### config.mk
export PLATFORM = sky130hd
export DESIGN_NAME = alarm_ctrl
export DESIGN_NICKNAME = d
export VERILOG_FILES = /design/src/rtl/alarm_pkg.sv /design/src/rtl/alarm_ctrl_tick_gen.sv /design/src/rtl/alarm_ctrl.sv
export SDC_FILE = /design/constraint.sdc
export NUM_CORES = 1
export LEC_CHECK = 0
export CAP_MARGIN = 20
export CORE_MARGIN = 10
export CORE_UTILIZATION = 55
export DETAILED_ROUTE_END_ITERATION = 8
export PLACE_DENSITY = 0.85
export SYNTH_ARGS = -nofsm -noshare
export SYNTH_HDL_FRONTEND = slang
export SYNTH_SLANG_ARGS = --single-unit
### constraint.sdc
create_clock -name clk -period 2.6 [get_ports clk]
set_input_delay 0.52 -clock clk [delete_from_list [all_inputs] [get_ports clk]]
set_output_delay 0.52 -clock clk [all_outputs]
set_load 0.005 [all_outputs]
### src/rtl/alarm_pkg.sv
// Shared types and constants for the alarm sequencing controller.
package alarm_pkg;

  localparam int HH_W = 5;
  localparam int MM_W = 6;
  localparam int SS_W = 6;

  typedef enum logic [1:0] {
    IDLE   = 2'd0,
    RING   = 2'd1,
    SNOOZE = 2'd2
  } alarm_state_t;

endpackage

### src/rtl/alarm_ctrl_tick_gen.sv
// Prescaler producing registered 1 Hz and 2 Hz clock enables from the board clock.
module tick_gen #(
  parameter int CLK_HZ = 100_000_000
) (
  input  logic clk,
  input  logic rst_n,
  output logic sec_tick,
  output logic half_tick
);

  localparam int CW = (CLK_HZ > 2) ? $clog2(CLK_HZ) : 1;
  localparam logic [CW-1:0] LAST = CW'(CLK_HZ - 1);
  localparam logic [CW-1:0] HALF = CW'(CLK_HZ / 2 - 1);

  logic [CW-1:0] count;

  // Free-running 0..CLK_HZ-1 counter; the enables are registered decodes of it.
  always_ff @(posedge clk or negedge rst_n) begin
    if (!rst_n) begin
      count     <= '0;
      sec_tick  <= 1'b0;
      half_tick <= 1'b0;
    end else begin
      count     <= (count == LAST) ? '0 : count + CW'(1);
      sec_tick  <= (count == LAST);
      half_tick <= (count == LAST) || (count == HALF);
    end
  end

endmodule

### src/rtl/alarm_ctrl.sv
// Alarm match detection and ring / snooze / stop sequencing with buzzer drive.
module alarm_ctrl
  import alarm_pkg::*;
#(
  parameter int CLK_HZ         = 100_000_000,
  parameter int SNOOZE_S       = 300,
  parameter int RING_TIMEOUT_S = 60
) (
  input  logic            clk,
  input  logic            rst_n,
  input  logic [HH_W-1:0] time_hh,
  input  logic [MM_W-1:0] time_mm,
  input  logic [SS_W-1:0] time_ss,
  input  logic [HH_W-1:0] alarm_hh,
  input  logic [MM_W-1:0] alarm_mm,
  input  logic            alarm_en,
  input  logic            snooze_btn,
  input  logic            stop_btn,
  output logic            sec_tick,
  output logic            ringing,
  output logic            buzzer,
  output logic [1:0]      state
);

  localparam int RW = (RING_TIMEOUT_S > 1) ? $clog2(RING_TIMEOUT_S) : 1;
  localparam int SW = (SNOOZE_S > 0) ? $clog2(SNOOZE_S + 1) : 1;
  localparam logic [RW-1:0] RING_LAST = RW'(RING_TIMEOUT_S - 1);
  localparam logic [SW-1:0] SNZ_LOAD  = SW'(SNOOZE_S);

  logic half_tick;

  tick_gen #(.CLK_HZ(CLK_HZ)) u_tick_gen (
    .clk      (clk),
    .rst_n    (rst_n),
    .sec_tick (sec_tick),
    .half_tick(half_tick)
  );

  alarm_state_t  state_q, state_n;
  logic [RW-1:0] ring_cnt, ring_cnt_n;
  logic [SW-1:0] snz_cnt, snz_cnt_n;
  logic          buzzer_n;
  logic          time_match, match, match_q, fired, trigger;

  // The fired flag remembers that this matching second already produced a
  // trigger, so toggling alarm_en inside that second cannot ring twice, while
  // a first rise of alarm_en during the second still fires.
  assign time_match = (time_hh == alarm_hh) && (time_mm == alarm_mm) && (time_ss == '0);
  assign match      = alarm_en && time_match;
  assign trigger    = match && !match_q && !fired;

  // Match history registers used for edge detection.
  always_ff @(posedge clk or negedge rst_n) begin
    if (!rst_n) begin
      match_q <= 1'b0;
      fired   <= 1'b0;
    end else begin
      match_q <= match;
      if (!time_match) fired <= 1'b0;
      else if (trigger) fired <= 1'b1;
    end
  end

  // State, counters and registered outputs.
  always_ff @(posedge clk or negedge rst_n) begin
    if (!rst_n) begin
      state_q  <= IDLE;
      ring_cnt <= '0;
      snz_cnt  <= '0;
      buzzer   <= 1'b0;
      ringing  <= 1'b0;
    end else begin
      state_q  <= state_n;
      ring_cnt <= ring_cnt_n;
      snz_cnt  <= snz_cnt_n;
      buzzer   <= buzzer_n;
      ringing  <= (state_n == RING);
    end
  end

  // Next-state logic; buttons outrank the timers, and buzzer defaults to 0 so
  // it drops in the very cycle RING is left.
  always_comb begin
    state_n    = state_q;
    ring_cnt_n = ring_cnt;
    snz_cnt_n  = snz_cnt;
    buzzer_n   = 1'b0;
    case (state_q)
      IDLE: begin
        if (trigger) begin
          state_n    = RING;
          ring_cnt_n = '0;
          buzzer_n   = 1'b1;
        end
      end
      RING: begin
        if (!alarm_en || stop_btn) begin
          state_n = IDLE;
        end else if (snooze_btn) begin
          state_n   = SNOOZE;
          snz_cnt_n = SNZ_LOAD;
        end else if (sec_tick && (ring_cnt == RING_LAST)) begin
          state_n = IDLE;
        end else begin
          if (sec_tick) ring_cnt_n = ring_cnt + RW'(1);
          buzzer_n = half_tick ? ~buzzer : buzzer;
        end
      end
      SNOOZE: begin
        if (!alarm_en || stop_btn) begin
          state_n = IDLE;
        end else if (sec_tick && (snz_cnt == SW'(1))) begin
          state_n    = RING;
          ring_cnt_n = '0;
          buzzer_n   = 1'b1;
        end else if (sec_tick && (snz_cnt != '0)) begin
          snz_cnt_n = snz_cnt - SW'(1);
        end
      end
      default: begin
        state_n = IDLE;
      end
    endcase
  end

  assign state = state_q;

endmodule

==> reports/metrics.yaml, run 1 <==
global_route:
  gr-total-overflow: 0
  grt_usage_pct: 15.2
  grt_pass1_vias: 2214
  grt_pass1_wl_mm: 10.6
  grt_max_degree: 51
  antenna_found_initial: 0
route:
  wl_per_cell_um: 15.3
  drtAntennaViolNets: 0
  drcViolationCount: 0
  dr_total_vias: 2224
  drt_iter0_markers: 133
  dr.pass1.iters: 4
  drt-total-wl_mm: 6.02
  vias_per_cell: 5.64
placed_design:
  place.detailed.hpwl_mm: 4.45
  numPortBuffers: 37
  gp_congestion: 0.826
worst_setup_path:
  required_ns: 2.83
  worst-setup-path-type: "primary input to flop"
  cp_max_fo: 3
  cp_data_arrival_time_ns: 2.41
  cp-end-kind: "flop"
  start_kind: "primary input"
min_path:
  hold_class: "primary input to async pin"
logic_synthesis:
  yosys_register_bits: 50
  synth_edf_count: 0
  yosysMostFrequentCell: "dfrtp_1"
  synth_cells: 282
  synth_ff_type: "dfrtp_1"
  yosysSeqAreaShare_pct: 45.3
  synth_area_leaders: "dfrtp_1 (45%), xor2_1 (7.3%), nor2_1 (4.5%)"
  ys_warn_count: 0
  async_flop_share_pct: 100
  yosysTopAreaCell: "dfrtp_1"
  synth_area_per_cell_sq_um: 9.79
  yosysUniqueCellTypes: 50
  syn_nets: 320
  synth_top_area_share_pct: 45.3
  netlist_area_sq_mm: 0.00276
  synth_common_cells: "dfrtp_1 (50), nor2_1 (33), xor2_1 (23)"
sta:
  finalHoldViolCount: 0
  slew_viol_final: 0
  min_period_ns: 2.18
  max_freq_mhz: 459
  relSlewSlack_pct: 59.0
  worstMarginPinSlew_ns: 0.616
  clock_skew_ns: 0.00933
  rsz0062_at_grt: "false"
  fin_hold_ws_ns: 0.311
  period_share_pct: 83.7
  tns_ns: 0
  setup_viol: 0
die:
  rows: 25
  initial_core_util_pct: 57.7
  die_width_um: 90.9
  coreArea_sq_mm: 0.00479
  die_area_sq_mm: 0.00825
  die_y_um: 90.9
  ios: 38
clock_network:
  hold_buffers: 0
  cts-root-buf: "clkbuf_8"
  max-clock-path-buffers: 2
  post_cts_resized: 0
  insertion_delay_ns: 0.30
  cts.sinks: 50
  postCtsSetupBuffers: 0
  htree_levels: 2
  cts_buffers: 5
  cts_tree: "yes"
  path_clk_slew_ns: 0.09
layout:
  regArea_sq_mm: 0.00125
  flow.area_growth_from_synthesis_pct: 20.5
  nets: 364
  nFillCells: 373
  drive_gt1_share_pct: 6.73
  final_core_util_pct: 69.5
  antenna_cells: 0
  multiInputGateArea_sq_mm: 0.00146
power:
  ir_drop_mv: 0.384
  p_leak_nw: 1.49
  powerDensity_mw_per_mm2: 424
status:
  status: "finished clean"
job:
  drv_cap: 0
-- final timing paths --
path	slack [ns]	start	to	cells after the start
min in group clk	0.46	u_tick_gen.count[0]	u_tick_gen.count[0]	1
max in group asynchronous	1.87	rst_n	u_tick_gen.count[24]	2
hold reg to reg	0.46	u_tick_gen.count[0]	u_tick_gen.count[0]	1
setup / recovery	0.42	time_ss[0]	buzzer	6
setup reg to reg	0.59	snz_cnt[3]	ring_cnt[2]	5
hold / removal	0.31	rst_n	buzzer	2
-- metrics by stage --
| step | std cells | area [sq um] | total power, mW | setup slack [ns] |
|---|---|---|---|---|
| 2_1_floorplan | 282 | 2760 | 0.820 | 0.602 |
| 3_3_place_gp | 386 | 3220 | 0.891 | 0.141 |
| 3_5_place_dp | 386 | 3220 | 0.893 | 0.0998 |
| 4_1_cts | 394 | 3330 | 1.42 | 0.421 |
| 5_1_grt | 394 | 3330 | 1.47 | 0.313 |
| 6_report | 394 | 3330 | 1.41 | 0.423 |
-- per-layer routing --
layer / routed length (um) / track usage, %
met5: 0 / 0
met2: 2960 / 25.5
met4: 52 / 3.92
met1: 2800 / 19.6
met3: 210 / 2.58
-- area by class of cell --
class                      count  area share [%]
sequential                    50            37.6
clock inverter                 1           0.903
tap                           67            2.52
inverter                       7           0.790
timing repair buffer          41            11.9
multi-input combinational    221            44.0
clock buffer                   7            2.29
-- flip-flops by register name (all words and copies together) (netlist names) --
| register | count |
|---|---|
| fired | 1 |
| u_tick_gen.count | 27 |
| match_q | 1 |
| u_tick_gen.half_tick | 1 |
| ringing | 1 |
| snz_cnt | 9 |
| u_tick_gen.sec_tick | 1 |
| buzzer | 1 |
| ring_cnt | 6 |
| state | 2 |
-- placed cells by master (no fill, tap or decap), types with 3 or more instances in the layout --
cell type and instances:
and2_1 3, nor3b_1 3, nor3_1 6, o21bai_1 4, dfrtp_1 50, and3_1 7
xor2_1 23, a21oi_1 7, xnor2_1 14, o21ai_0 4, a21o_1 3, nand4_1 17
clkbuf_8 5, clkdlybuf4s50_1 36, buf_4 4, a31oi_1 3, nor4_1 3, nand2_1 22
inv_1 7, ha_1 5, nand3_1 16, nor2_1 33, nor2b_1 11, nand4b_1 4
-- power by group --
part	internal (mW)	switching [mW]	leakage [nW]
clock network	0.288	0.245	0.0524
logic	0.0583	0.0420	0.753
registers	0.777	0.0000269	0.684
-- cells by family (layout without fill, tap and decap cells) --
logic type               count (synthesis)  in the layout  share of synthesized area [%]
buffers and inverters                   11             56                           1.68
AO/OA/AOI/OAI                           37             37                           10.2
adder cells (fa/ha/maj)                  5              5                           2.27
XOR/XNOR                                37             37                           11.7
AND/OR/NAND/NOR                        142            142                           28.8
flip-flops                              50             50                           45.3
-- worst max-delay path: stages --
cell and delay, ns:
clkdlybuf4s50_1 0.40, or4_4 0.54, a2111oi_4 0.22, nand4_2 0.17, o41a_1 0.48, o21ai_1 0.09
No activity file was read; power rests on OpenSTA's default activity.
==> run 2, diff against run 1 <==
- clock period: 2.6 -> 2.17 ns (I/O delays scaled with it)
==> reports/metrics.yaml, run 2 (synthesis results as in run 1) <==
layout:
  layout_common_cells: "dfrtp_1 (50), clkdlybuf4s50_1 (36), nor2_1 (33)"
  largest_registers: "u_tick_gen.count (27), snz_cnt (9), ring_cnt (6)"
  antenna_cells: 0
  top_register: "u_tick_gen.count"
  multiInputGateArea_sq_mm: 0.00147
  largest_register_ffs: 27
  final_common_cell: "dfrtp_1"
  nets: 372
  flow.area_growth_from_synthesis_pct: 22.4
  drive_gt1_share_pct: 9.28
  regArea_sq_mm: 0.00125
  nFillCells: 370
  final_area_sq_mm: 0.00338
clock_network:
  cts.sinks: 50
  postCtsSetupBuffers: 0
  max-clock-path-buffers: 2
  htree_levels: 2
  cts_buffers: 5
  insertion_delay_ns: 0.31
  hold_buffers: 0
  path_clk_slew_ns: 0.09
  cts-root-buf: "clkbuf_8"
  cts_tree: "yes"
route:
  drt-total-wl_mm: 6.09
  drt_iter0_markers: 108
  drcViolationCount: 0
  dr_total_vias: 2268
  dr.pass1.iters: 5
  wl_per_cell_um: 15.2
  vias_per_cell: 5.66
  drtAntennaViolNets: 0
sta:
  period_share_pct: 95.4
  finalHoldViolCount: 0
  clock_skew_ns: 0.0110
  rsz0062_at_grt: "false"
  max_freq_mhz: 483
  relSlewSlack_pct: 57.8
  slew_viol_final: 0
  tns_ns: 0
  worstMarginPinSlew_ns: 0.628
  min_period_ns: 2.07
  setup_viol: 0
status:
  status: "finished clean"
placed_design:
  gp_congestion: 0.827
  placed_area_sq_mm: 0.00329
  place.detailed.hpwl_mm: 4.56
  numPortBuffers: 37
power:
  powerDensity_mw_per_mm2: 469
  seq_power_share_pct: 58.8
  clkPwrFrac_pct: 33.1
  swShare_pct: 22.5
  p_int_mw: 1.23
  p_switching_mw: 0.356
  ir_drop_mv: 0.455
  p_leak_nw: 1.52
  comb_power_share_pct: 8.1
global_route:
  grt_pass1_vias: 2196
  grt_max_degree: 34
  grt_pass1_wl_mm: 10.5
  antenna_found_initial: 0
  gr-total-overflow: 0
  grt_usage_pct: 14.9
worst_setup_path:
  worstPathCellList: "clkdlybuf4s50_1 -> or3b_4 -> or3_2 -> o41a_1 -> o21ai_1"
  slowest_stage: "clkdlybuf4s50_1"
  start_kind: "primary input"
  cp-end-kind: "flop"
  r2r_cells: 6
  critical-path-max-stage-delay_ns: 0.48
  cp_max_fo: 3
  worst-setup-path-type: "primary input to flop"
  timing.rr.start: "snz_cnt[3]"
  worstReg2RegEnd: "ring_cnt[1]"
  r2r_slack_ns: 0.28
  cp_data_arrival_time_ns: 2.31
  required_ns: 2.41
die:
  ios: 38
  die_width_um: 90.9
  coreArea_sq_mm: 0.00479
  initial_core_util_pct: 57.7
  die_area_sq_mm: 0.00825
  rows: 25
  die_y_um: 90.9
min_path:
  hold_class: "primary input to async pin"
job:
  drv_cap: 0
run 2: cell count changes in the layout (fill, tap and decap cells not counted), sizes merged:
cell | before | now
clkinvlp | 0 | 2
bufinv | 1 | 0
clkbuf | 7 | 5
buf | 5 | 13
run 2: stage by stage:
step | hold WS, ns | power [mW] | setup WS, ns | util [%] | cells
finish | 0.0467 | 1.58 | 0.0993 | 70.6 | 401
detailed placement | 0.391 | 1.08 | -0.268 | 68.8 | 394
CTS | 0.0602 | 1.60 | 0.0526 | 70.6 | 401
global placement | 0.390 | 1.08 | -0.201 | 68.8 | 394
floorplan | 0.138 | 0.983 | 0.258 | - | 282
global route | 0.0721 | 1.65 | 0.0725 | 70.6 | 401
run 2: layout make-up:
type,instances,share of cell area [%]
Tap cell,67,2.48
Multi-Input combinational cell,221,43.4
Timing Repair Buffer,49,13.8
Sequential cell,50,37.0
Inverter,7,0.777
Clock buffer,5,2.04
Clock inverter,2,0.444
run 2: how the worst max path moves through the flow:
| stage | startpoint | slack (ns) | depth (start not counted) | to |
|---|---|---|---|---|
| 3_5_place_dp | time_ss[0] | -0.27 | 6 | buzzer |
| 3_3_place_gp | time_ss[0] | -0.20 | 6 | buzzer |
| 2_1_floorplan | time_ss[0] | 0.26 | 5 | buzzer |
| 6_report | alarm_en | 0.1 | 5 | buzzer |
| 5_1_grt | alarm_en | 0.07 | 5 | buzzer |
| 4_1_cts | time_ss[0] | 0.05 | 6 | buzzer |
run 2: power by group through the flow:
stage	sequential [mW]	combinational (mW)	clock [mW]
2_1_floorplan	0.950	0.0329	0
3_3_place_gp	0.949	0.126	0
3_5_place_dp	0.949	0.129	0
4_1_cts	0.931	0.130	0.535
5_1_grt	0.931	0.140	0.576
6_report	0.931	0.129	0.524
run 2: routing by layer:
| metal | vias to the layer above | global-route usage [%] | wire length (um) |
|---|---|---|---|
| met4 | 0 | 3.66 | 69 |
| met3 | 10 | 3.41 | 297 |
| li1 | 1115 | - | - |
| met2 | 65 | 24.8 | 2870 |
| met5 | - | 0 | 0 |
| met1 | 1078 | 19.1 | 2860 |
run 2: critical path: cells and delay by family:
kind	cells	cell delay, ns
compound gates	2	0.57
buf+inv	1	0.48
simple gates	2	0.81
run 2: repair_timing:
item / 4_1_cts / 5_1_grt
hold endpoints to repair: 0 / 0
endpoints found under the setup margin: 0 / 1
resized for setup: 0 / 1
==> run 3, diff against run 2 <==
- CAP_MARGIN: 20 -> 15
- HOLD_SLACK_MARGIN: unset -> 0.15
==> reports/metrics.yaml, run 3 (synthesis results as in run 1) <==
placed_design:
  place.detailed.hpwl_mm: 4.56
  numPortBuffers: 37
  gp_congestion: 0.827
global_route:
  gr-total-overflow: 0
  grt_max_degree: 34
  antenna_found_initial: 0
  grt_pass1_wl_mm: 10.5
  grt_usage_pct: 15.0
  grt_pass1_vias: 2209
sta:
  rsz0062_at_grt: "false"
  clock_skew_ns: 0.0106
  slew_viol_final: 0
  fin_hold_ws_ns: 0.466
  max_freq_mhz: 482
  min_period_ns: 2.07
  worstMarginPinSlew_ns: 0.608
  setup_viol: 0
  finalHoldViolCount: 0
  period_share_pct: 95.6
  relSlewSlack_pct: 59.1
min_path:
  hp-start: "u_tick_gen.count[0]"
  hold_class: "flop to flop"
power:
  power.total_mw: 1.59
  powerDensity_mw_per_mm2: 468
  p_leak_nw: 1.52
  ir_drop_mv: 0.453
route:
  wl_per_cell_um: 15.2
  dr.pass1.iters: 4
  drtAntennaViolNets: 0
  vias_per_cell: 5.67
  drcViolationCount: 0
  drt-total-wl_mm: 6.13
  dr_total_vias: 2280
  drt_iter0_markers: 76
layout:
  largest_register_ffs: 27
  nFillCells: 368
  antenna_cells: 0
  final_common_cell: "dfrtp_1"
  nets: 373
  top_register: "u_tick_gen.count"
  flow.area_growth_from_synthesis_pct: 22.7
  multiInputGateArea_sq_mm: 0.00147
  largest_registers: "u_tick_gen.count (27), snz_cnt (9), ring_cnt (6)"
  layout_common_cells: "dfrtp_1 (50), clkdlybuf4s50_1 (36), nor2_1 (33)"
  regArea_sq_mm: 0.00125
  drive_gt1_share_pct: 9.25
worst_setup_path:
  worstSetupStartpoint: "alarm_en"
  cp_top_family: "simple AND/OR/NAND/NOR gates"
  worst-setup-path-type: "primary input to flop"
  worstPathCellList: "clkdlybuf4s50_1 -> or3b_4 -> or3_2 -> o41a_1 -> o21ai_1"
  cp_data_arrival_time_ns: 2.31
  start_kind: "primary input"
  crit_buf_inv: 1
  timing.rr.start: "snz_cnt[3]"
  critical-path-max-stage-delay_ns: 0.49
  cp_max_fo: 3
  cp-end-kind: "flop"
  required_ns: 2.41
  slowest_stage: "clkdlybuf4s50_1"
clock_network:
  path_clk_slew_ns: 0.09
  cts-root-buf: "clkbuf_8"
  cts.sinks: 50
  max-clock-path-buffers: 2
  cts_buffers: 5
  postCtsSetupBuffers: 0
  insertion_delay_ns: 0.31
  htree_levels: 2
  cts_tree: "yes"
job:
  drv_cap: 0
die:
  die_width_um: 90.9
  ios: 38
  die_y_um: 90.9
  die_area_sq_mm: 0.00825
  initial_core_util_pct: 57.7
  coreArea_sq_mm: 0.00479
  rows: 25
status:
  status: "finished clean"
[run 3: cell count changes in the layout (fill, tap and decap cells not counted)]
cell	previous run	this run
dlygate4sd3_1	0	1
[run 3: per-stage QoR]
step                      utilization, %  worst slack, ns  instances  cell area [sq um]  TNS [ns]
after global routing                70.8           0.0699        402               3390         0
after floorplan                        -            0.258        282               2760         0
after CTS                           70.8           0.0526        402               3390         0
after global placement              68.8           -0.201        394               3290     -1.35
after detailed placement            68.8           -0.268        394               3290     -1.85
final                               70.8           0.0961        402               3390         0
[run 3: cell type report]
cell class	instances	share of cell area, %
multi-input combinational	221	43.3
timing repair buffer	50	14.1
clock inverter	2	0.443
clock buffer	5	2.03
sequential	50	36.9
inverter	7	0.775
tap	67	2.47
[run 3: path summary, 6_finish.rpt]
kind / end / slack, ns / cells after the start
max in group asynchronous: snz_cnt[6] / 1.03 / 3
hold / removal: u_tick_gen.count[0] / 0.47 / 1
setup / recovery: buzzer / 0.1 / 5
min in group asynchronous: snz_cnt[1] / 0.63 / 2
setup reg to reg: ring_cnt[1] / 0.28 / 6
hold reg to reg: u_tick_gen.count[0] / 0.47 / 1
[run 3: layer usage]
| metal | GRT usage [%] | routed length [um] | vias up |
|---|---|---|---|
| li1 | - | - | 1117 |
| met1 | 19.1 | 2900 | 1101 |
| met2 | 25.0 | 2900 | 53 |
| met3 | 3.41 | 247 | 9 |
| met4 | 3.66 | 76 | 0 |
| met5 | 0 | 0 | - |
[run 3: what timing repair did]
item	in CTS	in global routing
setup endpoints to repair	0	1
hold buffers	1	0
resized for setup	0	1
hold endpoints to repair	17	0
[run 3: where the power goes]
group / total (mW) / switching [mW] / internal (mW)
clock network: 0.526 / 0.306 / 0.220
logic: 0.130 / 0.0527 / 0.0776
registers: 0.931 / 0.0000324 / 0.931
==> RTL change 1: new RTL, settings of run 3 <==
Make the reset (`rst_n`) synchronous in 3 clocked blocks.
--- a/src/rtl/alarm_ctrl_tick_gen.sv
+++ b/src/rtl/alarm_ctrl_tick_gen.sv
@@ -15,7 +15,7 @@
   logic [CW-1:0] count;
 
   // Free-running 0..CLK_HZ-1 counter; the enables are registered decodes of it.
-  always_ff @(posedge clk or negedge rst_n) begin
+  always_ff @(posedge clk) begin
     if (!rst_n) begin
       count     <= '0;
       sec_tick  <= 1'b0;
--- a/src/rtl/alarm_ctrl.sv
+++ b/src/rtl/alarm_ctrl.sv
@@ -50,7 +50,7 @@
   assign trigger    = match && !match_q && !fired;
 
   // Match history registers used for edge detection.
-  always_ff @(posedge clk or negedge rst_n) begin
+  always_ff @(posedge clk) begin
     if (!rst_n) begin
       match_q <= 1'b0;
       fired   <= 1'b0;
@@ -62,7 +62,7 @@
   end
 
   // State, counters and registered outputs.
-  always_ff @(posedge clk or negedge rst_n) begin
+  always_ff @(posedge clk) begin
     if (!rst_n) begin
       state_q  <= IDLE;
       ring_cnt <= '0;
Check against the original RTL: differs if rst_n is asserted again (counterexample within 4 cycles, from zero or initial values and one cycle with rst_n low); with rst_n held inactive, the same outputs for 10 cycles.
==> RTL change 1 against run 3 <==
Critical path depth is the same; critical endpoint is now ring_cnt[5]; largest cell class unchanged; first-iteration DRC count is 64% higher; worst setup slack got worse by 0.035 ns; cell area shrank 5.8%; wire length shrank 6.7%; sequential cell count did not move; die area is 5.7% lower; utilization up 1.1 points; critical path type unchanged; via count decreased by 2.4%; total power rose by 1.9%; synthesized area decreased by 7.2%.
==> RTL change 1: results (changes against run 3) <==
tightest_slew_ns: 0.5658  # -0.04234 ns
post-place-cells: 387  # -1.8%
drtIter0Drc: 125  # +64%
nNetsFinal: 380  # +1.9%
dr_wl_met2_um: 2910  # +0.21%
routed_via_density: 5.635  # -0.64%
r2r_setup_slack_ns: 0.13  # -0.15 ns
power.switching_uw: 358.7  # about the same
status: "complete, no violations"
p_leak_nw: 1.233  # -19%
place_ws_ns: -0.3133  # -0.04520 ns
grt_pass1_wl_um: 9846  # -6.5%
num-fill-cells: 351  # -4.6%
dr_total_vias: 2226  # -2.4%
seq_area_frac_synth_pct: 39.08  # -6.2 points
max_stage_delay_ns: 0.42  # -0.07 ns
dp_hpwl_um: 4338  # -4.9%
hold_depth: 2  # +1
r2r_start: "snz_cnt[4]"
synth_area_leaders: "dfxtp_1 (39%), xor2_1 (9.9%), nor2_1 (6.2%)"
dpl_cell_area_mm2: 0.003069  # -6.8%
holdWs_ns: 0.4492  # -0.01680 ns
drive_gt1_share_pct: 13.41  # +4.2 points
totalWireLength_um: 5718  # -6.7%
vdd_drop_max_mv: 0.4685  # +3.4%
synth_fp_nets: 328  # +2.5%
clock_skew_ns: 0.005648  # -0.004963 ns
wl_met3_um: 188  # -24%
place.gp.congestion: 0.8509  # +2.9%
[RTL change 1: metrics by stage]
step | power [mW] | setup TNS [ns]
global placement | 1.072 | -2.613
floorplan | 0.9954 | 0
finish | 1.618 | 0
global route | 1.679 | -0.001184
CTS | 1.626 | 0
detailed placement | 1.075 | -3.085
[RTL change 1: cells by family after synthesis]
group                      Yosys count  synth area share [%]
muxes                                2                0.8793
adders and majority gates            5                 2.443
buffers and inverters               18                 3.029
and+or+nand+nor                    142                 30.87
xor gates and xnor gates            41                 14.02
DFF                                 50                 39.08
AOI/OAI and AO/OA                   32                 9.672
[RTL change 1: power groups by stage]
stage	sequential (mW)	combinational, mW	clock (mW)
final	0.925	0.132	0.561
after global routing	0.927	0.142	0.610
after CTS	0.925	0.129	0.572
after detailed placement	0.947	0.128	0
after global placement	0.947	0.125	0
after floorplan	0.946	0.0491	0
[RTL change 1: critical path: cells and delay by family]
family          cells  cell delay [ns]
compound gates      3             1.08
buf+inv             1             0.42
simple gates        1             0.37
[RTL change 1: routing by layer]
metal / vias to the layer above / GRT usage [%]
li1: 1126 / -
met1: 1046 / 17.94
met2: 42 / 27.73
met3: 12 / 2.757
met4: 0 / 5.580
met5: - / 0
[RTL change 1: repair_timing]
item,4_1_cts,5_1_grt
gates resized for setup,0,10
endpoints found under the setup margin,0,8
hold buffers,0,0
[RTL change 1: worst max-delay path by stage]
stage,start,endpoint,slack [ns],cells past startpoint
2_1_floorplan,snz_cnt[2],ring_cnt[5],0.21,5
3_3_place_gp,alarm_en,ring_cnt[5],-0.28,6
3_5_place_dp,alarm_en,ring_cnt[5],-0.31,6
4_1_cts,alarm_en,ring_cnt[5],0.004,6
5_1_grt,time_hh[1],ring_cnt[5],-0.001,5
6_report,time_hh[1],ring_cnt[5],0.06,5
[RTL change 1: area by class of cell]
class | count | area (um^2) | area share [%]
multi-input combinational | 222 | 1500 | 46.96
sequential | 50 | 1001 | 31.34
timing repair buffer | 51 | 488.0 | 15.28
clock buffer | 6 | 82.58 | 2.585
tap | 52 | 65.06 | 2.037
inverter | 12 | 45.04 | 1.410
clock inverter | 2 | 12.51 | 0.3917
==> RTL change 2: new RTL, config.mk and constraints of run 3 <==
Made on the original files. The package constant `MM_W` goes from 6 to 12.
--- a/src/rtl/alarm_pkg.sv
+++ b/src/rtl/alarm_pkg.sv
@@ -2,7 +2,7 @@
 package alarm_pkg;
 
   localparam int HH_W = 5;
-  localparam int MM_W = 6;
+  localparam int MM_W = 12;
   localparam int SS_W = 6;
 
   typedef enum logic [1:0] {
Ports: changed (resized alarm_mm and time_mm); port bits go from 38 to 50. The function was not compared with the original's and may differ.
==> RTL change 2 against run 3 <==
Via count is 0.35% higher; critical endpoint is now snz_cnt[7]; synthesized area is 1.9% higher; worst setup slack better by 0.015 ns; sequential cell count stayed put; total power is 10% higher; largest cell class unchanged; wire length is 3.2% higher; cell area is 6.3% higher; count of clock-buffer cells in the layout stayed put; fmax is 0.74% higher.
==> RTL change 2: results (changes against run 3) <==
cts-resized-gates: 0  # unchanged
met1_usage_pct: 18.61  # -0.49 points
synth_area_leaders: "dfrtp_1 (44%), xor2_1 (12%), nor2_1 (4.3%)"
cts_buffers: 5  # unchanged
htreeDepth: 2  # unchanged
synth_fp_nets: 334  # +4.4%
antenna_found_initial: 0  # unchanged
cp_max_fo: 8  # +5
timing.rr.end: "snz_cnt[7]"
p_leak_nw: 1.632  # +7.2%
dp_hpwl_um: 4990  # +9.4%
yosys_warnings: 0  # unchanged
grt_pass1_vias: 2359  # +6.8%
cts_hold_buf: 1  # unchanged
r2r_setup_slack_ns: 0.11  # -0.17 ns
post-place-cells: 409  # +3.8%
place.gp.congestion: 0.8579  # +3.8%
place_ws_ns: -0.1607  # +0.1074 ns
hold_class: "reg -> reg"
relSlewSlack_pct: 69.66  # +11 points
grt_use_met2_pct: 28.61  # +3.6 points
clockBufferDepth: 2  # unchanged
grt_use_total_pct: 15.75  # +0.76 points
synth_cell_types: 47  # -6.0%
grt.overflow.total: 0  # unchanged
synthArstFlopShare_pct: 100.0  # unchanged
grt_pass1_wl_um: 11200  # +6.3%
cts_root_buf: "clkbuf_8"
synth_edf_count: 0  # unchanged
cp.arrival_ns: 2.24  # -0.07 ns
seq_area_frac_synth_pct: 44.46  # -0.85 points
vdd_drop_max_mv: 0.4375  # -3.5%
drtIter0Drc: 102  # +34%
clock_skew_ns: 0.007605  # -0.003006 ns
drive_gt1_share_pct: 10.54  # +1.3 points
path_class: "reg -> reg"
wl_per_cell_um: 15.13  # -0.72%
timing.final.crit_share_pct: 94.87  # -0.70 points
nNetsFinal: 400  # +7.2%
status: "complete, no violations"
r2r_cells: 5  # -1
clkSlewWorstSetupHoldPaths_ns: 0.09  # about the same
syn_inst: 284  # +0.71%
port_buffers: 49  # +32%
dr_total_vias: 2288  # +0.35%
grt_start_max_net_pins: 51  # +50%
maxCapViolCount: 0  # unchanged
r2r_start: "snz_cnt[4]"
top_regs: "u_tick_gen.count: 27 flops, snz_cnt: 9 flops, ring_cnt: 6 flops"
ys_top_cells_by_count: "dfrtp_1 (50), xor2_1 (37), nor2_1 (32)"
use_met3_pct: 4.115  # +0.71 points
synth-main-ff-cell: "dfrtp_1"
clock_latency_ns: 0.30
routed_via_density: 5.474  # -3.5%
highest_layer: "met4"
drt-pass1-iter-count: 4  # unchanged
holdWs_ns: 0.4634  # -0.002654 ns
wl_met1_um: 2678  # -7.6%
wl_met3_um: 200  # -19%
dr_wl_met2_um: 3419  # +18%
## RTL change 2: changes by cell type after synthesis, moves of 4 or more
cell      delta
nand2_1      +4
nor4_1       +7
nand4b_1     -4
nand3_1      -5
xor2_1      +14
o21bai_1     -4
nor2b_1      -6
## RTL change 2: worst max-delay path: stages (launching register included)
cell and delay (ns):
dfrtp_1 0.42, or4_4 0.59, o311a_4 0.46, o211ai_1 0.24
xor2_1 0.18, nor2_1 0.06
## RTL change 2: how the worst min path moves through the flow
stage / startpoint / to / cells after the start
floorplan: rst_n / buzzer / 0
global placement: rst_n / ring_cnt[5] / 2
detailed placement: rst_n / ring_cnt[4] / 2
CTS: u_tick_gen.count[0] / u_tick_gen.count[0] / 1
global route: u_tick_gen.count[0] / u_tick_gen.count[0] / 1
finish: u_tick_gen.count[0] / u_tick_gen.count[0] / 1
## RTL change 2: through the flow
step	instance area, um^2	utilization (%)	total power [mW]	TNS [ns]
final	3602	74.30	1.749	0
after global routing	3602	74.30	1.823	0
after CTS	3593	74.12	1.760	0
after detailed placement	3475	71.66	1.130	-0.7105
after global placement	3475	71.66	1.124	-0.4502
after floorplan	2814	-	1.010	0
## RTL change 2: power by group
group	switching [mW]	internal, mW	total (mW)
combinational	0.0637	0.103	0.166
sequential	0.00912	0.937	0.946
clock	0.297	0.339	0.636
total	0.369	1.38	1.75
## RTL change 2: final cells by class
class                           count  area, um^2
Multi-Input combinational cell    221        1511
Sequential cell                    50        1251
Fill cell                         329        1246
Timing Repair Buffer               65       620.6
Tap cell                           67       83.83
Clock buffer                        5       68.82
Clock inverter                      3       40.04
Inverter                            7       26.28
## RTL change 2: cell families after synthesis
logic type	share of synthesized area, %
flops	44.46
fa+ha+maj	2.223
buf+inv	2.134
xor+xnor	15.25
simple gates	25.48
compound gates	10.09
mux	0.3557
